==> src/rtl/lsu_pkg.sv <==
// lsu_pkg: shared definitions for the load/store unit.
//   - RV32 load/store opcodes and funct3 size/sign codes
//   - FSM state encoding
//   - helpers for legality, misalignment and effective lane selection
package lsu_pkg;

  localparam logic [6:0] OPC_LOAD  = 7'b0000011;
  localparam logic [6:0] OPC_STORE = 7'b0100011;

  localparam logic [2:0] F3_B  = 3'd0;
  localparam logic [2:0] F3_H  = 3'd1;
  localparam logic [2:0] F3_W  = 3'd2;
  localparam logic [2:0] F3_BU = 3'd4;
  localparam logic [2:0] F3_HU = 3'd5;

  typedef enum logic [1:0] {
    IDLE = 2'd0,
    REQ  = 2'd1,
    RESP = 2'd2
  } state_t;

  function automatic logic is_legal(input logic [6:0] op, input logic [2:0] f3);
    logic ok;
    ok = 1'b0;
    if (op == OPC_LOAD)
      ok = (f3 == F3_B) || (f3 == F3_H) || (f3 == F3_W) || (f3 == F3_BU) || (f3 == F3_HU);
    else if (op == OPC_STORE)
      ok = (f3 == F3_B) || (f3 == F3_H) || (f3 == F3_W);
    return ok;
  endfunction

  function automatic logic is_misaligned(input logic [2:0] f3, input logic [1:0] lo);
    logic mis;
    mis = 1'b0;
    if ((f3 == F3_H) || (f3 == F3_HU)) mis = lo[0];
    else if (f3 == F3_W)               mis = (lo != 2'b00);
    return mis;
  endfunction

  // Low address bits that actually select the lane: halves ignore bit 0,
  // words ignore both bits.
  function automatic logic [1:0] eff_lane(input logic [2:0] f3, input logic [1:0] lo);
    logic [1:0] l;
    l = lo;
    if ((f3 == F3_H) || (f3 == F3_HU)) l = {lo[1], 1'b0};
    else if (f3 == F3_W)               l = 2'b00;
    return l;
  endfunction

endpackage

==> src/rtl/lsu_align.sv <==
// lsu_align: combinational byte-lane logic for the load/store unit.
//   funct3     in  3   access size/sign
//   lane       in  2   effective byte offset within the word
//   store_data in  32  rs2 store data
//   rdata      in  32  word returned by memory
//   wstrb      out 4   byte write enables for the store
//   wdata      out 32  lane-replicated store data
//   load_data  out 32  extracted and sign/zero-extended load value
module lsu_align
  import lsu_pkg::*;
(
  input  logic [2:0]  funct3,
  input  logic [1:0]  lane,
  input  logic [31:0] store_data,
  input  logic [31:0] rdata,
  output logic [3:0]  wstrb,
  output logic [31:0] wdata,
  output logic [31:0] load_data
);

  logic [31:0] shifted;

  always_comb begin
    wstrb = 4'b0000;
    wdata = 32'h0;
    case (funct3)
      F3_B: begin
        wstrb = 4'b0001 << lane;
        wdata = {4{store_data[7:0]}};
      end
      F3_H: begin
        wstrb = 4'b0011 << {lane[1], 1'b0};
        wdata = {2{store_data[15:0]}};
      end
      F3_W: begin
        wstrb = 4'b1111;
        wdata = store_data;
      end
      default: ;
    endcase
  end

  // Move the addressed byte/half down to bit 0 before extending.
  assign shifted = rdata >> {lane, 3'b000};

  always_comb begin
    load_data = 32'h0;
    case (funct3)
      F3_B:    load_data = {{24{shifted[7]}}, shifted[7:0]};
      F3_H:    load_data = {{16{shifted[15]}}, shifted[15:0]};
      F3_W:    load_data = rdata;
      F3_BU:   load_data = {24'h0, shifted[7:0]};
      F3_HU:   load_data = {16'h0, shifted[15:0]};
      default: load_data = 32'h0;
    endcase
  end

endmodule

==> src/rtl/lsu.sv <==
// lsu: load/store unit between execute and a word-addressed memory port.
// Runs one request/ack transaction per LB/LH/LW/LBU/LHU/SB/SH/SW and
// returns a one-cycle response pulse; req_ready is high only when idle.
// Optional feature macro: LSU_MISALIGN_TRAP_EN (misaligned half/word
// accesses respond with an error instead of clearing the low bits).
//   clock, reset          clock and asynchronous active-high reset
//   req_valid/req_ready   request handshake from execute
//   opcode, funct3        instruction kind and access size/sign
//   addr, wdata           effective byte address and rs2 store data
//   resp_valid/data/err   completion pulse, load result, error flag
//   mem_req/we/addr       memory request, held until mem_ack
//   mem_wstrb/mem_wdata   store byte enables and replicated data
//   mem_ack/mem_rdata     memory completion and read word
module lsu
  import lsu_pkg::*;
#(
  parameter int TIMEOUT_CYCLES = 256
) (
  input  logic        clock,
  input  logic        reset,
  input  logic        req_valid,
  output logic        req_ready,
  input  logic [6:0]  opcode,
  input  logic [2:0]  funct3,
  input  logic [31:0] addr,
  input  logic [31:0] wdata,
  output logic        resp_valid,
  output logic [31:0] resp_data,
  output logic        resp_err,
  output logic        mem_req,
  output logic        mem_we,
  output logic [31:0] mem_addr,
  output logic [3:0]  mem_wstrb,
  output logic [31:0] mem_wdata,
  input  logic        mem_ack,
  input  logic [31:0] mem_rdata
);

  localparam logic [31:0] TMO_LAST = 32'(TIMEOUT_CYCLES - 1);

  state_t      state, state_nx;
  logic [31:0] tmo_cnt;
  logic [2:0]  lat_f3;
  logic [1:0]  lat_lane;
  logic        lat_load;

  logic        go_mem, trap, is_store;
  logic [1:0]  in_lane, al_lane;
  logic [2:0]  al_f3;
  logic [3:0]  wstrb_c;
  logic [31:0] wdata_c, load_c;
  logic        tmo_hit;

`ifdef LSU_MISALIGN_TRAP_EN
  assign trap = is_misaligned(funct3, addr[1:0]);
`else
  assign trap = 1'b0;
`endif

  assign go_mem   = is_legal(opcode, funct3) && !trap;
  assign is_store = (opcode == OPC_STORE);
  assign in_lane  = eff_lane(funct3, addr[1:0]);

  // The single align instance serves store steering at accept time and
  // load extraction at ack time, so its selectors follow the state.
  assign al_f3   = (state == IDLE) ? funct3  : lat_f3;
  assign al_lane = (state == IDLE) ? in_lane : lat_lane;

  lsu_align u_align (
    .funct3     (al_f3),
    .lane       (al_lane),
    .store_data (wdata),
    .rdata      (mem_rdata),
    .wstrb      (wstrb_c),
    .wdata      (wdata_c),
    .load_data  (load_c)
  );

  assign tmo_hit = (TIMEOUT_CYCLES != 0) && (tmo_cnt == TMO_LAST);

  always_ff @(posedge clock or posedge reset) begin
    if (reset) state <= IDLE;
    else       state <= state_nx;
  end

  always_comb begin
    state_nx = state;
    case (state)
      IDLE:    if (req_valid) state_nx = go_mem ? REQ : RESP;
      REQ:     if (mem_ack || tmo_hit) state_nx = RESP;
      RESP:    state_nx = IDLE;
      default: state_nx = IDLE;
    endcase
  end

  always_ff @(posedge clock or posedge reset) begin
    if (reset) begin
      tmo_cnt   <= 32'h0;
      lat_f3    <= 3'h0;
      lat_lane  <= 2'h0;
      lat_load  <= 1'b0;
      resp_data <= 32'h0;
      resp_err  <= 1'b0;
      mem_req   <= 1'b0;
      mem_we    <= 1'b0;
      mem_addr  <= 32'h0;
      mem_wstrb <= 4'h0;
      mem_wdata <= 32'h0;
    end else begin
      case (state)
        IDLE: if (req_valid) begin
          lat_f3   <= funct3;
          lat_lane <= in_lane;
          lat_load <= (opcode == OPC_LOAD);
          tmo_cnt  <= 32'h0;
          if (go_mem) begin
            mem_req   <= 1'b1;
            mem_we    <= is_store;
            mem_addr  <= {addr[31:2], 2'b00};
            mem_wstrb <= is_store ? wstrb_c : 4'h0;
            mem_wdata <= is_store ? wdata_c : 32'h0;
          end else begin
            resp_err  <= 1'b1;
            resp_data <= 32'h0;
          end
        end
        REQ: begin
          // Ack takes priority over a timeout expiring in the same cycle.
          if (mem_ack || tmo_hit) begin
            mem_req   <= 1'b0;
            mem_we    <= 1'b0;
            mem_addr  <= 32'h0;
            mem_wstrb <= 4'h0;
            mem_wdata <= 32'h0;
            resp_err  <= !mem_ack;
            resp_data <= (mem_ack && lat_load) ? load_c : 32'h0;
          end else begin
            tmo_cnt <= tmo_cnt + 32'd1;
          end
        end
        RESP: begin
          resp_err  <= 1'b0;
          resp_data <= 32'h0;
        end
        default: ;
      endcase
    end
  end

  assign req_ready  = (state == IDLE);
  assign resp_valid = (state == RESP);

endmodule
==> config.mk <==
export PLATFORM = sky130hd
export DESIGN_NAME = lsu
export DESIGN_NICKNAME = d
export VERILOG_FILES = /design/src/rtl/lsu_pkg.sv /design/src/rtl/lsu_align.sv /design/src/rtl/lsu.sv
export SDC_FILE = /design/constraint.sdc
export NUM_CORES = 1
export LEC_CHECK = 0
export BUFFER_PORTS_ARGS = -buffer_cell sky130_fd_sc_hd__buf_2
export CORE_UTILIZATION = 52
export CTS_CLUSTER_SIZE = 12
export DETAILED_ROUTE_END_ITERATION = 8
export PLACE_DENSITY = 0.85
export SYNTH_ARGS = -nofsm -noshare
export SYNTH_HDL_FRONTEND = slang
export SYNTH_SLANG_ARGS = --single-unit
export TNS_END_PERCENT = 20
==> constraint.sdc <==
create_clock -name clock -period 6.6 [get_ports clock]
set_input_delay 1.65 -clock clock [delete_from_list [all_inputs] [get_ports clock]]
set_output_delay 1.65 -clock clock [all_outputs]
set_load 0.03 [all_outputs]
==> implementation parameters, run 1 <==
Parameter                              Value

Setup path
  Reg-to-reg startpoint    state[0]
  Start point of the critical path    funct3[2]
  CP startpoint kind    input port
  Critical path type    input port to register
  Crit path max fanout    24
  Arrival time at the worst endpoint    4.52 ns
  CP required    between 6 and 7 ns
  Last element of the critical path    resp_data[29]
  Nature of the critical path endpoint    register
  Critical register-to-register path endpoint    resp_data[29]
  Reg2Reg Setup Slack    between 2 and 3 ns
  Number of cells on the worst reg-to-reg path    6

Floorplanning
  Standard-cell rows    42
  IO Count    215
  Height of the chip    119 um
  Die X    119 um
  Total die area    between 10000 and 15000 um2
  Core area    around 13000 um2
  Initial standard-cell utilization of the core    ~54%

Clocking
  Post-cts gate resize count    0
  Clock tree from TritonCTS    built
  Clock latency of the later-clocked register in the worst-skew pair    0.43 ns
  Level count of the clock H-tree    4
  Master cell of the clock root buffer    sky130_fd_sc_hd__clkbuf_16
  Inserted Clock Buffers    17
  Largest buffer count on any clock path    2
  Clk slew on worst S/H paths    roughly 0.060 ns
  Count of hold-fix buffers inserted at cts    0
  Setup Fix Bufs, Post-CTS    0
  Number of sinks handled by clock tree synthesis    approximately 140

Yosys
  Number of warning messages in the yosys log    0
  Primary FF master, synth    sky130_fd_sc_hd__dfrtp_1
  Part of the Yosys area used for sequential elements    between 40 and 50%
  Synthesis-stage register bit count    141
  Syn Area/Cell    around 11 um2
  Count of mapped cells out of synthesis    around 660
  Count of flip-flops with a built-in enable after synthesis    0
  Number of distinct library cells after synthesis    just over 80
  Share of async-settable or async-resettable flops after synthesis    100%
  Synthesized area    7120 um2

Drt
  Highest metal used    met4
  Remaining number of nets flagged by the antenna check after routing    0
  Wire length per cell    slightly below 20 um
  DRC violation count after routing    0
  First-pass detailed-route iteration total    8
  Via total after detailed routing    between 6000 and 7000
  Total routed wirelength    20000 um
  Per-cell via count in the routed design    about 6.4
  Met3 wire len    roughly 1400 um
  Routed wl met2    a little under 10000 um
  DRT iter0 DRCs    ~680
  Met1 wire length    8400 um

Power
  Maximum resistive drop on vdd    approximately 160 uV
  Leakage power    ~4.5 nW
  Total power per unit cell area    ~260 nW/um2
  Overall power of the completed layout    roughly 0.0023 W

GRT
  Overflow left after global routing    0
  Largest net degree at the start of global routing    77
  Vias in the first global route    6263
  Wire length of the first global-routing pass    approximately 33000 um
  Total Routing Usage GR    29.4%
  Number of antenna violations at the first check in global routing    1

Timing
  Slew at the pin closest to its max-slew limit    ~1.1 ns
  Fin. max-slew vios    0
  Final setup viols    0
  Final Skew    approximately 0.0095 ns
  Total Negative Setup Slacks    0 ns
  Setup repair after global routing missed its margin    false
  Fin crit period    4.20 ns
  Final hold violation count    0
  Final period util    63.6%
  Maximum operating frequency    around 240 MHz
  Relative slew slack    approximately 27%

Min path
  Hold Crit Class    register to register

Layout
  Layout cell share with drive strength beyond 1    33.3%
  Synthesis-to-finish area growth    24.9%
  Net count reported at finish    approximately 960

Placed design
  Weighted congestion at the end of routability-driven global placement    between 0.8 and 0.9
  DPL Wire Length    about 14000 um
  Count of port buffers added during placement    ~210

Flow run
  Max cap viols    0

Run status
  Outcome    completed
registers in the layout (all words and copies together) (netlist names):
name,count
state,2
mem_wstrb,4
mem_we,1
mem_wdata,32
resp_err,1
resp_data,32
tmo_cnt,32
mem_req,1
lat_lane,2
lat_load,1
lat_f3,3
mem_addr,30
layout make-up:
cell class | count | area, um2
Antenna cell | 1 | 2.50
Clock buffer | 17 | 425
Clock inverter | 15 | 258
Fill cell | 1036 | 4410
Inverter | 6 | 27.5
Multi-Input combinational cell | 461 | 3310
Sequential cell | 141 | 3530
Tap cell | 176 | 220
Timing Repair Buffer | 219 | 1110
cells in the final DEF, fill, tap and decap left out, drive strengths merged, types with 13 or more instances in the layout:
cell type | synthesis | layout
a32oi | 28 | 28
clkbuf | 31 | 17
nor2 | 22 | 22
dfrtp | 141 | 141
a22o | 42 | 42
a21oi | 19 | 19
nand3 | 41 | 41
o2bb2ai | 28 | 28
a22oi | 23 | 23
buf | 20 | 219
o21ai | 13 | 13
nand2 | 53 | 53
nor4 | 13 | 13
worst max-delay path: stages:
cell and delay [ns]:
sky130_fd_sc_hd__buf_2 0.15, sky130_fd_sc_hd__or4_1 0.53, sky130_fd_sc_hd__o31ai_1 0.10, sky130_fd_sc_hd__buf_4 0.24, sky130_fd_sc_hd__and2_1 0.55, sky130_fd_sc_hd__nand3_1 0.91, sky130_fd_sc_hd__nand3_1 0.38
how the worst min path moves through the flow:
stage / slack (ns) / cells past startpoint / startpoint / to
floorplan: 0.46 / 2 / lat_load / lat_load
global placement: 0.46 / 1 / mem_we / mem_we
detailed placement: 0.46 / 1 / mem_we / mem_we
CTS: 0.47 / 1 / mem_we / mem_we
global route: 0.50 / 1 / mem_req / mem_req
finish: 0.47 / 1 / mem_we / mem_we
kinds of logic after synthesis:
kind of cell             share of synthesized area, %
XOR/XNOR                                         1.23
buffers and inverters                            3.96
flip-flops                                       49.6
adder cells (fa/ha/maj)                         0.176
multiplexers                                     2.13
AO/OA/AOI/OAI                                    27.3
other                                          0.0527
AND/OR/NAND/NOR                                  15.6
routing by layer:
metal,up-vias,track usage (%)
met3,44,5.89
met2,323,46.1
li1,2990,-
met1,3233,40.2
met5,-,0
met4,0,11.4
through the flow:
step                      worst slack, ns  instances  utilization (%)  hold slack (ns)  instance area (um2)
final                                2.40       1036             66.9            0.471                 8890
after global routing                 2.22       1035             66.8            0.501                 8890
after CTS                            2.42       1035             66.8            0.474                 8890
after detailed placement             2.00       1003             61.7            0.460                 8200
after global placement               2.04       1003             61.7            0.455                 8200
after floorplan                      1.17        659                -            0.462                 7120
cells in the mapped netlist, drive strengths merged, types with 11 or more instances:
master / number / area share [%]
o21ai: 13 / 1.1
nor4: 13 / 1.1
a22oi: 23 / 2.4
a32oi: 28 / 3.7
nand4: 11 / 0.97
and2: 11 / 0.97
nor2: 22 / 1.2
buf: 20 / 2.0
a22o: 42 / 5.2
nand3: 41 / 3.7
dfrtp: 141 / 50
clkbuf: 31 / 1.6
nand2: 53 / 2.8
a21oi: 19 / 1.4
o2bb2ai: 28 / 3.4
where the power goes:
part           internal, W  switching (W)
Sequential        0.000888      0.0000197
Combinational    0.0000965       0.000179
Clock             0.000717       0.000387
Total              0.00170       0.000586
Note: power is estimated with default switching activity, not from simulation.
==> inputs of run 2 (changes only) <==
clock period = 4.3 ns   (was 6.6 ns; I/O delays follow)
==> implementation parameters, run 2 (synthesis results as in run 1) <==
Parameter                              Value

Setup path
  Nature of the critical path endpoint    register
  Crit path max fanout    24 (unchanged)
  Reg2Reg Setup Slack    1.04 ns (-1.60 ns)
  Critical register-to-register path endpoint    resp_data[11]
  Number of cells on the worst reg-to-reg path    7 (+1)
  CP required    4.63 ns (-2.29 ns)
  Start point of the critical path    state[0]
  CP startpoint kind    register
  Reg-to-reg startpoint    state[0]
  Last element of the critical path    resp_data[11]
  Critical path type    register to register
  Arrival time at the worst endpoint    3.59 ns (-0.93 ns)

Drt
  Per-cell via count in the routed design    6.44 (+1.2%)
  Remaining number of nets flagged by the antenna check after routing    0 (unchanged)
  Wire length per cell    19.8 um (+2.8%)
  Total routed wirelength    20600 um (+3.3%)
  DRT iter0 DRCs    699 (+2.9%)
  First-pass detailed-route iteration total    9 (+1)
  DRC violation count after routing    0 (unchanged)
  Via total after detailed routing    6704 (+1.7%)

GRT
  Number of antenna violations at the first check in global routing    0 (-1)
  Wire length of the first global-routing pass    33700 um (+2.7%)
  Overflow left after global routing    0 (unchanged)
  Largest net degree at the start of global routing    97 (+26%)
  Total Routing Usage GR    30.3% (+0.82 points)
  Vias in the first global route    6502 (+3.8%)

Floorplanning
  Total die area    14200 um2 (unchanged)
  Die X    119 um (unchanged)
  Core area    13300 um2 (unchanged)
  Height of the chip    119 um (unchanged)
  Initial standard-cell utilization of the core    53.5% (unchanged)
  IO Count    215 (unchanged)
  Standard-cell rows    42 (unchanged)

Timing
  Maximum operating frequency    approximately 310 MHz
  Total Negative Setup Slacks    0 ns (unchanged)
  Final setup viols    0 (unchanged)
  Setup repair after global routing missed its margin    false
  Slew at the pin closest to its max-slew limit    1.08 ns (-0.00943 ns)
  Final period util    between 70% and 80%
  Fin. max-slew vios    0 (unchanged)
  Relative slew slack    27.7% (+0.83 points)
  Final hold violation count    0 (unchanged)
  Final Skew    0.0101 ns (+0.000639 ns)
  Fin crit period    approximately 3.3 ns

Power
  Overall power of the completed layout    0.00341 W (+49%)
  Total power per unit cell area    383 nW/um2 (+49%)
  Maximum resistive drop on vdd    298 uV (+85%)
  Leakage power    4.46 nW (+0.15%)

Min path
  Cell depth of the worst min-delay path    1 (unchanged)
  Hold Crit Class    register to register

Clocking
  Number of sinks handled by clock tree synthesis    141 (unchanged)
  Clk slew on worst S/H paths    0.06 ns (about the same)
  Count of hold-fix buffers inserted at cts    0 (unchanged)
  Clock latency of the later-clocked register in the worst-skew pair    0.43 ns (about the same)
  Setup Fix Bufs, Post-CTS    0 (unchanged)
  Largest buffer count on any clock path    2 (unchanged)
  Post-cts gate resize count    0 (unchanged)
  Master cell of the clock root buffer    sky130_fd_sc_hd__clkbuf_16
  Level count of the clock H-tree    4 (unchanged)
  Inserted Clock Buffers    17 (unchanged)
  Clock tree from TritonCTS    built

Flow run
  Max cap viols    0 (unchanged)

Run status
  Outcome    completed

Placed design
  Count of port buffers added during placement    212 (unchanged)
  DPL Wire Length    13900 um (about the same)
  Weighted congestion at the end of routability-driven global placement    0.890 (-0.29%)

Layout
  Synthesis-to-finish area growth    25.0% (about the same)
  Top flop regs    mem_wdata (32), resp_data (32), tmo_cnt (32)
  N_diodes    0 (-1)
  Commonest cells after routing, fill and taps aside    sky130_fd_sc_hd__buf_2, sky130_fd_sc_hd__dfrtp_1, sky130_fd_sc_hd__nand2_1
  Net count reported at finish    963 (+0.63%)
  Layout cell share with drive strength beyond 1    33.8% (+0.46 points)
  Most common library cell in the layout ignoring fill and taps    sky130_fd_sc_hd__buf_2
run 2: report_power, final:
part / leakage (nW) / internal (W) / switching (W)
combinational: 2.20 / 0.000153 / 0.000277
clock: 0.308 / 0.000982 / 0.000603
sequential: 1.95 / 0.00136 / 0.0000307
total: 4.46 / 0.00250 / 0.000911
run 2: routing by layer:
layer,up-vias,part of all wire (%),GRT usage [%]
met1,3235,41,39.8
met5,-,0,0
met2,399,48,47.3
met4,0,4.2,15.7
met3,77,7.2,6.23
li1,2993,-,-
run 2: per-stage QoR:
step	setup WS, ns	std cells	utilization (%)	hold slack, ns	cell area, um2
final	1.04	1041	66.9	0.482	8900
after CTS	1.11	1041	66.9	0.487	8900
after global routing	0.808	1041	66.9	0.495	8900
after detailed placement	0.900	1009	62.1	0.464	8260
after floorplan	1.44	659	-	0.462	7120
after global placement	0.995	1009	62.1	0.456	8260
run 2: worst min path at each step:
| stage | startpoint | end | slack [ns] |
|---|---|---|---|
| 6_report | resp_data[1] | resp_data[1] | 0.48 |
| 3_3_place_gp | mem_we | mem_we | 0.46 |
| 4_1_cts | resp_data[1] | resp_data[1] | 0.49 |
| 5_1_grt | resp_data[1] | resp_data[1] | 0.50 |
| 2_1_floorplan | lat_load | lat_load | 0.46 |
| 3_5_place_dp | mem_req | mem_req | 0.46 |
run 2: final cells by class:
class,instances,area (um2)
Timing Repair Buffer,225,1170
Clock buffer,17,425
Clock inverter,15,211
Multi-Input combinational cell,461,3310
Tap cell,176,220
Fill cell,997,4400
Sequential cell,141,3530
Inverter,6,26.3
run 2: critical path, stage by stage (launching register included):
cell,delay [ns]
sky130_fd_sc_hd__dfrtp_1,0.59
sky130_fd_sc_hd__or2_1,0.49
sky130_fd_sc_hd__inv_2,0.32
sky130_fd_sc_hd__mux2i_1,0.56
sky130_fd_sc_hd__and2_1,0.64
sky130_fd_sc_hd__nand3_1,0.14
sky130_fd_sc_hd__buf_4,0.26
sky130_fd_sc_hd__o211ai_1,0.14
